[src/rtl/ctrl_pkg.sv]
// ctrl_pkg: opcode constants, instruction-class bit indices and decoded control bundle
package ctrl_pkg;
  localparam logic [4:0] OPC_OP     = 5'b01100;
  localparam logic [4:0] OPC_OPIMM  = 5'b00100;
  localparam logic [4:0] OPC_STORE  = 5'b01000;
  localparam logic [4:0] OPC_LOAD   = 5'b00000;
  localparam logic [4:0] OPC_BRANCH = 5'b11000;
  localparam logic [4:0] OPC_LUI    = 5'b01101;
  localparam logic [4:0] OPC_AUIPC  = 5'b00101;
  localparam logic [4:0] OPC_JAL    = 5'b11011;
  localparam logic [4:0] OPC_JALR   = 5'b11001;
  localparam int IT_OP     = 0;
  localparam int IT_OPIMM  = 1;
  localparam int IT_STORE  = 2;
  localparam int IT_LOAD   = 3;
  localparam int IT_BRANCH = 4;
  localparam int IT_LUI    = 5;
  localparam int IT_AUIPC  = 6;
  localparam int IT_JAL    = 7;
  localparam int IT_JALR   = 8;
  localparam logic [6:0] F7_M = 7'b0000001;
  typedef struct packed {
    logic [8:0] instype;
    logic [7:0] subtype;
    logic       f7b5;
    logic       memread;
    logic       memwrite;
    logic       mem_to_reg;
    logic       regwrite;
    logic       branch;
    logic       alusrc;
    logic       muldiv;
    logic       illegal;
  } ctrl_t;
endpackage

[src/rtl/instr_decoder.sv]
// instr_decoder: combinational RV32I(+M) class and control decode
module instr_decoder
  import ctrl_pkg::*;
#(
  parameter int ILEN     = 32,
  parameter int RA_W     = 5,
  parameter int ENABLE_M = 0
) (
  input  logic [ILEN-1:0] instr,
  output ctrl_t           ctrl,
  output logic [RA_W-1:0] rd,
  output logic [RA_W-1:0] rs1,
  output logic [RA_W-1:0] rs2,
  output logic            rs1_used,
  output logic            rs2_used
);
  logic [4:0] opc;
  logic [8:0] it;
  logic       m_op, no_m, wb;
  assign opc = instr[6:2];
  always_comb begin
    it = '0;
    if (instr[1:0] == 2'b11) begin
      it[IT_OP]     = opc == OPC_OP;
      it[IT_OPIMM]  = opc == OPC_OPIMM;
      it[IT_STORE]  = opc == OPC_STORE;
      it[IT_LOAD]   = opc == OPC_LOAD;
      it[IT_BRANCH] = opc == OPC_BRANCH;
      it[IT_LUI]    = opc == OPC_LUI;
      it[IT_AUIPC]  = opc == OPC_AUIPC;
      it[IT_JAL]    = opc == OPC_JAL;
      it[IT_JALR]   = opc == OPC_JALR;
    end
  end
  assign rd       = RA_W'(instr[11:7]);
  assign rs1      = RA_W'(instr[19:15]);
  assign rs2      = RA_W'(instr[24:20]);
  assign m_op     = it[IT_OP] && instr[31:25] == F7_M;
  assign no_m     = m_op && ENABLE_M == 0;
  // the classes that read rs1 are exactly the ones carrying a funct3 subtype
  assign rs1_used = it[IT_OP] | it[IT_OPIMM] | it[IT_STORE] | it[IT_LOAD] | it[IT_BRANCH] | it[IT_JALR];
  assign rs2_used = it[IT_OP] | it[IT_STORE] | it[IT_BRANCH];
  assign wb       = it[IT_OP] | it[IT_OPIMM] | it[IT_LOAD] | it[IT_LUI] | it[IT_AUIPC] | it[IT_JAL] | it[IT_JALR];
  always_comb begin
    ctrl            = '0;
    ctrl.instype    = it;
    ctrl.subtype    = rs1_used ? 8'd1 << instr[14:12] : 8'd0;
    ctrl.f7b5       = instr[30];
    ctrl.memread    = it[IT_LOAD];
    ctrl.mem_to_reg = it[IT_LOAD];
    ctrl.memwrite   = it[IT_STORE];
    ctrl.branch     = it[IT_BRANCH] | it[IT_JAL] | it[IT_JALR];
    ctrl.alusrc     = |it && !(it[IT_OP] | it[IT_BRANCH]);
    ctrl.regwrite   = wb && instr[11:7] != 5'd0 && !no_m;
    ctrl.muldiv     = m_op && ENABLE_M != 0;
    ctrl.illegal    = ~|it || no_m;
  end
endmodule

[src/rtl/decode_ctrl_stage.sv]
// decode_ctrl_stage: ID stage with ID/EX pipeline register, flush and load-use stall
module decode_ctrl_stage
  import ctrl_pkg::*;
#(
  parameter int ILEN      = 32,
  parameter int PC_W      = 32,
  parameter int RA_W      = 5,
  parameter int ENABLE_M  = 0,
  parameter int HAZARD_EN = 1
) (
  input  logic            clk,
  input  logic            rst,
  input  logic            in_valid,
  output logic            in_ready,
  input  logic [ILEN-1:0] in_instr,
  input  logic [PC_W-1:0] in_pc,
  input  logic            flush,
  output logic            out_valid,
  input  logic            out_ready,
  output logic [8:0]      out_instype,
  output logic [7:0]      out_subtype,
  output logic [RA_W-1:0] out_rd,
  output logic [RA_W-1:0] out_rs1,
  output logic [RA_W-1:0] out_rs2,
  output logic            out_f7b5,
  output logic            out_memread,
  output logic            out_memwrite,
  output logic            out_mem_to_reg,
  output logic            out_regwrite,
  output logic            out_branch,
  output logic            out_alusrc,
  output logic            out_muldiv,
  output logic            out_illegal,
  output logic [PC_W-1:0] out_pc
);
  ctrl_t           dec, q;
  logic [RA_W-1:0] rd, rs1, rs2;
  logic            rs1_used, rs2_used, stall, accept;
  instr_decoder #(.ILEN(ILEN), .RA_W(RA_W), .ENABLE_M(ENABLE_M)) u_dec (
    .instr(in_instr), .ctrl(dec), .rd(rd), .rs1(rs1), .rs2(rs2),
    .rs1_used(rs1_used), .rs2_used(rs2_used)
  );
  assign stall = HAZARD_EN != 0 && out_valid && q.memread && out_rd != '0 &&
                 ((rs1_used && rs1 == out_rd) || (rs2_used && rs2 == out_rd));
  assign in_ready = rst && !flush && !stall && (!out_valid || out_ready);
  assign accept   = in_valid && in_ready;
  // an empty slot is always all-zero, so a drain, a bubble and a flush are the same load
  always_ff @(posedge clk) begin
    if (accept) begin
      out_valid <= 1'b1;
      q         <= dec;
      out_rd    <= rd;
      out_rs1   <= rs1;
      out_rs2   <= rs2;
      out_pc    <= in_pc;
    end else if (!rst || flush || !out_valid || out_ready) begin
      out_valid <= 1'b0;
      q         <= '0;
      out_rd    <= '0;
      out_rs1   <= '0;
      out_rs2   <= '0;
      out_pc    <= '0;
    end
  end
  assign out_instype    = q.instype;
  assign out_subtype    = q.subtype;
  assign out_f7b5       = q.f7b5;
  assign out_memread    = q.memread;
  assign out_memwrite   = q.memwrite;
  assign out_mem_to_reg = q.mem_to_reg;
  assign out_regwrite   = q.regwrite;
  assign out_branch     = q.branch;
  assign out_alusrc     = q.alusrc;
  assign out_muldiv     = q.muldiv;
  assign out_illegal    = q.illegal;
endmodule

[config.mk]
export PLATFORM = sky130hd
export DESIGN_NAME = decode_ctrl_stage
export DESIGN_NICKNAME = d
export VERILOG_FILES = /design/src/rtl/ctrl_pkg.sv /design/src/rtl/instr_decoder.sv /design/src/rtl/decode_ctrl_stage.sv
export SDC_FILE = /design/constraint.sdc
export NUM_CORES = 1
export LEC_CHECK = 0
export CAP_MARGIN = 20
export CELL_PAD_IN_SITES_DETAIL_PLACEMENT = 0
export CELL_PAD_IN_SITES_GLOBAL_PLACEMENT = 2
export CORE_ASPECT_RATIO = 0.75
export CORE_MARGIN = 1.5
export CORE_UTILIZATION = 30
export CTS_CLUSTER_DIAMETER = 60
export DETAILED_ROUTE_END_ITERATION = 6
export HOLD_SLACK_MARGIN = 0.08
export PLACE_DENSITY = 0.94
export SYNTH_ARGS = -nofsm -noshare
export SYNTH_HDL_FRONTEND = slang
export SYNTH_HIERARCHICAL = 1
export SYNTH_SLANG_ARGS = --single-unit
[constraint.sdc]
create_clock -name clk -period 6.1 [get_ports clk]
set_clock_uncertainty 0.2 [all_clocks]
set_input_delay 1.525 -clock clk [delete_from_list [all_inputs] [get_ports clk]]
set_output_delay 1.525 -clock clk [all_outputs]
set_load 0.1 [all_outputs]
Word-level counts from Yosys, hierarchy flattened
Cells that the tools add are included.
{"block": "totals", "regBits": 73, "latchBits": 0, "mem_bits_rw": 0, "romBits": 0, "in_bits": 69, "output_inout_bits": 75, "elab_cells": 84, "memories": 0}
{"block": "classes", "add_sub_neg": 0, "n_mul": 0, "n_div": 0, "magnitude_cmp": 0, "eq_ne": 12, "n_shift": 1, "mux": 10, "bitwise_logic": 15, "reduce_logical": 31}
{"operator": "32-bit two-way mux", "count": 2}
{"operator": "26-bit two-way mux", "count": 2}
{"operator": "5-bit two-way mux", "count": 4}
{"operator": "5-bit by 4-bit == test with 1-bit output (second input constant)", "count": 3}
{"operator": "5-bit == test (second input constant)", "count": 3}
{"operator": "1-bit OR", "count": 15}
{"operator": "1-bit logical AND", "count": 13}
{"operator": "5-bit by 3-bit == test with 1-bit output (second input constant)", "count": 2}
{"operator": "5-bit == test", "count": 2}
{"operator": "5-bit nonzero test", "count": 2}
{"operator": "9-bit two-way mux", "count": 1}
{"operator": "9-bit OR reduction", "count": 1}
{"operator": "8-bit two-way mux", "count": 1}
{"operator": "1-bit by 3-bit left shift with 8-bit output (first input constant)", "count": 1}
{"operator": "7-bit by 1-bit == test with 1-bit output (second input constant)", "count": 1}
{"operator": "1-bit zero test", "count": 7}
{"operator": "1-bit logical OR", "count": 6}
{"operator": "5-bit zero test", "count": 1}
{"operator": "2-bit == test (second input constant)", "count": 1}
{"operator": "2-bit nonzero test", "count": 1}

Depth between registers and ports, before layout
{"block": "logic_depth", "word_depth": 15, "ltp_mapped": 8, "ltp_nobuf": 5}

Cells and area by module
The synthesis kept the hierarchy.
{"module": "decode_ctrl_stage", "n_inst": 1, "cells_per_inst": 285, "area_each_um2": 3598.5, "seq_area_each_um2": 2212.1}
{"module": "instr_decoder", "n_inst": 1, "cells_per_inst": 81, "area_each_um2": 524.3, "seq_area_each_um2": 0.0}

Worst setup path after synthesis
No wires, ideal clock.
{"block": "synth_timing", "path_kind": "input to output", "from": "input in_instr[4]", "to": "output in_ready", "arrival_time_ns": 3.602, "required_ns": 4.375, "path_slack_ns": 0.773, "stages": 8, "path_buffers": 3, "cell_sequence": "clkbuf_1 -> and3b_2 -> o21a_1 -> nand2_1 -> o22ai_1 -> buf_2 -> buf_2 -> a21oi_2"}
{"block": "synth_via", "elab_chain_len": 13, "elab_cells_between_ends": 21, "cone_classes": "5 x eq/ne; 1 x mux; 7 x bitwise; 8 x reduce/logical"}
{"element": "start: declaration", "line_no": "decode_ctrl_stage.sv:15", "source": "input logic [ILEN-1:0] in_instr,"}
{"element": "5-bit by 4-bit == test with 1-bit output / 5-bit by 3-bit == test with 1-bit output (equally long branches)", "line_no": "instr_decoder.sv:24, instr_decoder.sv:25"}
{"element": "9-bit two-way mux (*)", "line_no": "instr_decoder.sv:23", "source": "if (instr[1:0] == 2'b11) begin"}
{"element": "1-bit OR (4 in a row)", "line_no": "instr_decoder.sv:41", "source": "assign rs1_used = it[IT_OP] | it[IT_OPIMM] | it[IT_STORE] | it[IT_LOAD] | it[IT_BRANCH] | it[IT_JALR];"}
{"element": "1-bit OR (*)", "line_no": "instr_decoder.sv:41"}
{"element": "via rs1_used", "line_no": "decode_ctrl_stage.sv:38", "source": "logic rs1_used, rs2_used, stall, accept;"}
{"element": "1-bit logical AND (*)", "line_no": "decode_ctrl_stage.sv:44", "source": "((rs1_used && rs1 == out_rd) || (rs2_used && rs2 == out_rd));"}
{"element": "1-bit logical OR (*)", "line_no": "decode_ctrl_stage.sv:44"}
{"element": "1-bit logical AND (*)", "line_no": "decode_ctrl_stage.sv:43", "source": "assign stall = HAZARD_EN != 0 && out_valid && q.memread && out_rd != '0 &&"}
{"element": "1-bit zero test (*)", "line_no": "decode_ctrl_stage.sv:45", "source": "assign in_ready = rst && !flush && !stall && (!out_valid || out_ready);"}
{"element": "1-bit logical AND (*) (2 in a row)", "line_no": "decode_ctrl_stage.sv:45"}
{"element": "end: declaration", "line_no": "decode_ctrl_stage.sv:14", "source": "output logic in_ready,"}
The timed path passes the listed nets; every way through them passes the cells marked *.

Final worst setup path
{"block": "layout_timing", "from": "input in_instr[5]", "to": "output in_ready"}
{"block": "layout_via", "elab_cells_between_ends": 21, "cone_classes": "5 x eq/ne; 1 x mux; 7 x bitwise; 8 x reduce/logical"}
{"element": "5-bit by 4-bit == test with 1-bit output (on tied branches)", "line_no": "instr_decoder.sv:24, instr_decoder.sv:26"}
{"element": "9-bit two-way mux (*)", "line_no": "instr_decoder.sv:23"}
{"element": "1-bit OR", "line_no": "instr_decoder.sv:42", "source": "assign rs2_used = it[IT_OP] | it[IT_STORE] | it[IT_BRANCH];"}
{"element": "1-bit OR (*)", "line_no": "instr_decoder.sv:42"}
{"element": "via rs2_used", "line_no": "decode_ctrl_stage.sv:38"}
{"element": "1-bit logical AND (*)", "line_no": "decode_ctrl_stage.sv:44"}
{"element": "1-bit logical OR (*)", "line_no": "decode_ctrl_stage.sv:44"}
{"element": "1-bit logical AND (*)", "line_no": "decode_ctrl_stage.sv:43"}
{"element": "1-bit zero test (*)", "line_no": "decode_ctrl_stage.sv:45"}
{"element": "1-bit logical AND (*) (2 in a row)", "line_no": "decode_ctrl_stage.sv:45"}
Marked as above.

==> results.md <==
- Initial Util: 0.312
- CP top delay family: buffers and inverters
- Hold Slack: 0.572 ns
- F_max: 0.193 GHz
- WL/cell: 18.3 µm
- Unrepaired setup endpoints after global routing: no
- Synth warnings: 6
- Drt first pass iters: 4
- Deepest clock path buffer count: 2
- Clk pwr share: 0.403
- Max FO, Critical Path: 10
- Rel. slew slack: 0.271
- Number of diodes: 0
- GR Layer Usage met1: 0.232
- Ordered list of cells on the worst path: clkdlybuf4s50_1, or3b_4, a211oi_1, nand2_1, o22ai_4, a21oi_2, buf_12
- Slew Limit Fails: 0
- Setup crit start: in_instr[5]
- Drt via density: 5.18
- Mapped Cells: 366
- Worst reg2reg path startpoint: out_rd[4]
- Max reg flops: 32
- Setup bufs post-CTS: 0
- Sequential Area: 2210 µm²
- Synth Area in Compound Gates: 0.165
- # setup viols final: 0
- Max Cap Violations: 0
- Net Count, Synth: about 440
- Final wirelength: 11.7 mm
- Max stage delay on crit path: 0.65 ns
- Gpl congestion: 0.931
- CTS buffer count: 9
- Layout cells sized above 1: 0.176
- Synth top area cells: edfxtp_1 53%, nand4_1 11%, a21oi_2 11%
- Final min period: between 5 and 6 ns
- Met2 usage: 0.226
- CTS Sinks: 74
- Post-synth EDFFs: 73
- Met3 Use GR: 0.0585
- Mux share of post-synthesis cell area: 0
- Row cnt: 36
- Syn Std Cell Area: between 4000 and 5000 µm²
- First-pass GRT wire length: 18.4 mm
- Share of the synthesized area in the top cell type: 0.532
- CTS tree: yes
- Hold_sp: out_valid
- Root buffer cell: clkbuf_16
- WP buf/inv: 2
- Net Sw Power: about 370 µW
- Switching power share of the total: 0.271
- Post-Synth Simple-Gate Area: 0.183
- Gr usage total: 0.161
- Clock latency on the worst-skew pair: 0.33 ns
- Comb pwr share: 0.179
- Lkg Pwr: between 1.5 and 2 nW
- PortBufs: 143
- Worst Path Arrival: 3.47 ns
- Core area: 13200 µm²
- Synth area leader: edfxtp_1
- Via total after detailed routing: 3299
- Slowest-stage cell, CP: clkdlybuf4s50_1
- Clock transition at the registers of the reported paths: about 0.050 ns
- Main flop type after synthesis: edfxtp_1
- # fillers: roughly 1200
- DIE HEIGHT: about 100 µm
- Crit. End Element: output port
- DRC: 0
- Post-Syn Area per Cell: 11.3 µm²
- # resized after CTS: 0
- Min-delay worst type: reg2reg
- Die area: 14500 µm²
- Combinational family with the most area after synthesis: simple AND/OR/NAND/NOR gates
- Post-route insts no fill: 637
- Largest net degree at the start of global routing: 76
- Setup Crit Path Kind: in2out
- Final period utilization: 0.851
- ANT nets after route: 0
- CP Launch Type: input port
- Slew @ Worst Pin: 1.09 ns
- Post-DP HPWL: 7.19 mm
- Total power: between 1 and 1.5 mW
- Fin Setup TNS: 0 ns
- Chip width: between 100 and 150 µm
- Req. time, crit path: 4.38 ns
- P_int: 1.00 mW
- Area of the multi-input gates: 1570 µm²
- Pwr/cell area: roughly 240 nW/µm²
- Post-Synth Adder-Cell Area: 0
- #FFs+latches synth: between 70 and 80
- Grt ovf: 0
- Hold Violations, Final: 0
- Status: complete, no violations
- Layout area overhead: 40.8%
- Ys async rst share: 0
- Xor/xnor share of the synthesized area: 0.0212
- Sequential area share after synthesis: 0.537
- Busiest grt layer: met1
- Nets: 530
- Netlist cell types: 40
- Initial antenna violation count: 0
- H-tree Lvls: 3
- Core Util, Final: 0.440
- First DRT Iteration DRCs: 225
- Peak supply drop: 0.138 mV
- I/O pin count: roughly 140
- Most flops, register: out_pc
- CTS Hold Buffers Added: 0
- DP Cell Count: 620
- Flop pwr share: 0.417
- Vias in the first global route: between 3000 and 4000
==> synthesized netlist by cell type, types with 2 or more instances <==
cell type / count
nor2b_1: 3
nor2_1: 14
nor3_1: 6
buf_2: 7
nand2_1: 8
a21oi_1: 25
edfxtp_1: 73
nand3_1: 2
nand2b_1: 4
nor4_1: 2
clkbuf_1: 30
a21oi_2: 50
o211ai_1: 3
buf_6: 7
nand4_1: 75
inv_1: 2
nand3b_1: 2
buf_4: 20
o21ai_0: 3
xnor2_1: 10
==> per-layer routing <==
metal | part of all wire | up-vias | wire length (µm)
li1 | - | 1591 | -
met1 | 0.48 | 1564 | 5580
met2 | 0.43 | 138 | 5040
met3 | 0.081 | 6 | 943
met4 | 0.0081 | 0 | 95
met5 | 0 | - | 0
==> layout make-up <==
cell class	instances	share of cell area
Clock buffer	10	0.0394
Clock inverter	6	0.0140
Inverter	2	0.00129
Multi-Input combinational cell	226	0.270
Sequential cell	74	0.381
Tap cell	171	0.0368
Timing Repair Buffer	148	0.257
==> cells by family (layout without fill, tap and decap cells) <==
family,after synthesis,after routing
AND/OR/NAND/NOR,126,126
flip-flops,74,74
buffers and inverters,66,166
XOR/XNOR,10,10
AO/OA/AOI/OAI,89,89
other,1,1
==> power groups by stage <==
stage | combinational (mW) | clock, mW | sequential [mW]
after floorplan | 0.0613 | 0 | 0.689
after global placement | 0.245 | 0 | 0.585
after detailed placement | 0.247 | 0 | 0.585
after CTS | 0.247 | 0.570 | 0.575
after global routing | 0.257 | 0.585 | 0.576
final | 0.247 | 0.555 | 0.574
==> metrics by stage <==
| stage | instance area (µm²) | setup WS, ns |
|---|---|---|
| floorplan | 4120 | 0.773 |
| global placement | 5470 | 0.890 |
| detailed placement | 5470 | 0.851 |
| CTS | 5780 | 0.838 |
| global route | 5810 | 0.791 |
| finish | 5810 | 0.908 |
==> worst min-delay path: cells and delay by family, from the launching register on <==
| family | cells | cell delay, ns |
|---|---|---|
| flip-flops | 1 | 0.35 |
| AO/OA/AOI/OAI | 2 | 0.19 |
| AND/OR/NAND/NOR | 1 | 0.18 |
==> worst paths after layout <==
| path | slack (ns) | to | cells past startpoint |
|---|---|---|---|
| hold reg to reg | 0.57 | out_valid | 3 |
| setup reg to reg | 3.40 | out_instype[0] | 5 |
| hold / removal | 0.57 | out_valid | 3 |
| setup / recovery | 0.91 | in_ready | 7 |
==> cells in the final DEF (no fill, tap or decap), types with 3 or more instances in the layout <==
cell | synthesis | final
clkbuf_16 | 0 | 9
nor3_1 | 6 | 6
nand4_1 | 75 | 75
a21oi_1 | 25 | 25
edfxtp_1 | 73 | 73
o211ai_1 | 3 | 3
a21oi_2 | 50 | 50
xnor2_1 | 10 | 10
nand2_1 | 8 | 7
buf_4 | 20 | 4
nor2_1 | 14 | 14
clkdlybuf4s50_1 | 0 | 141
nand2b_1 | 4 | 3
o21ai_0 | 3 | 3
Power figures use the tool's default switching activity.
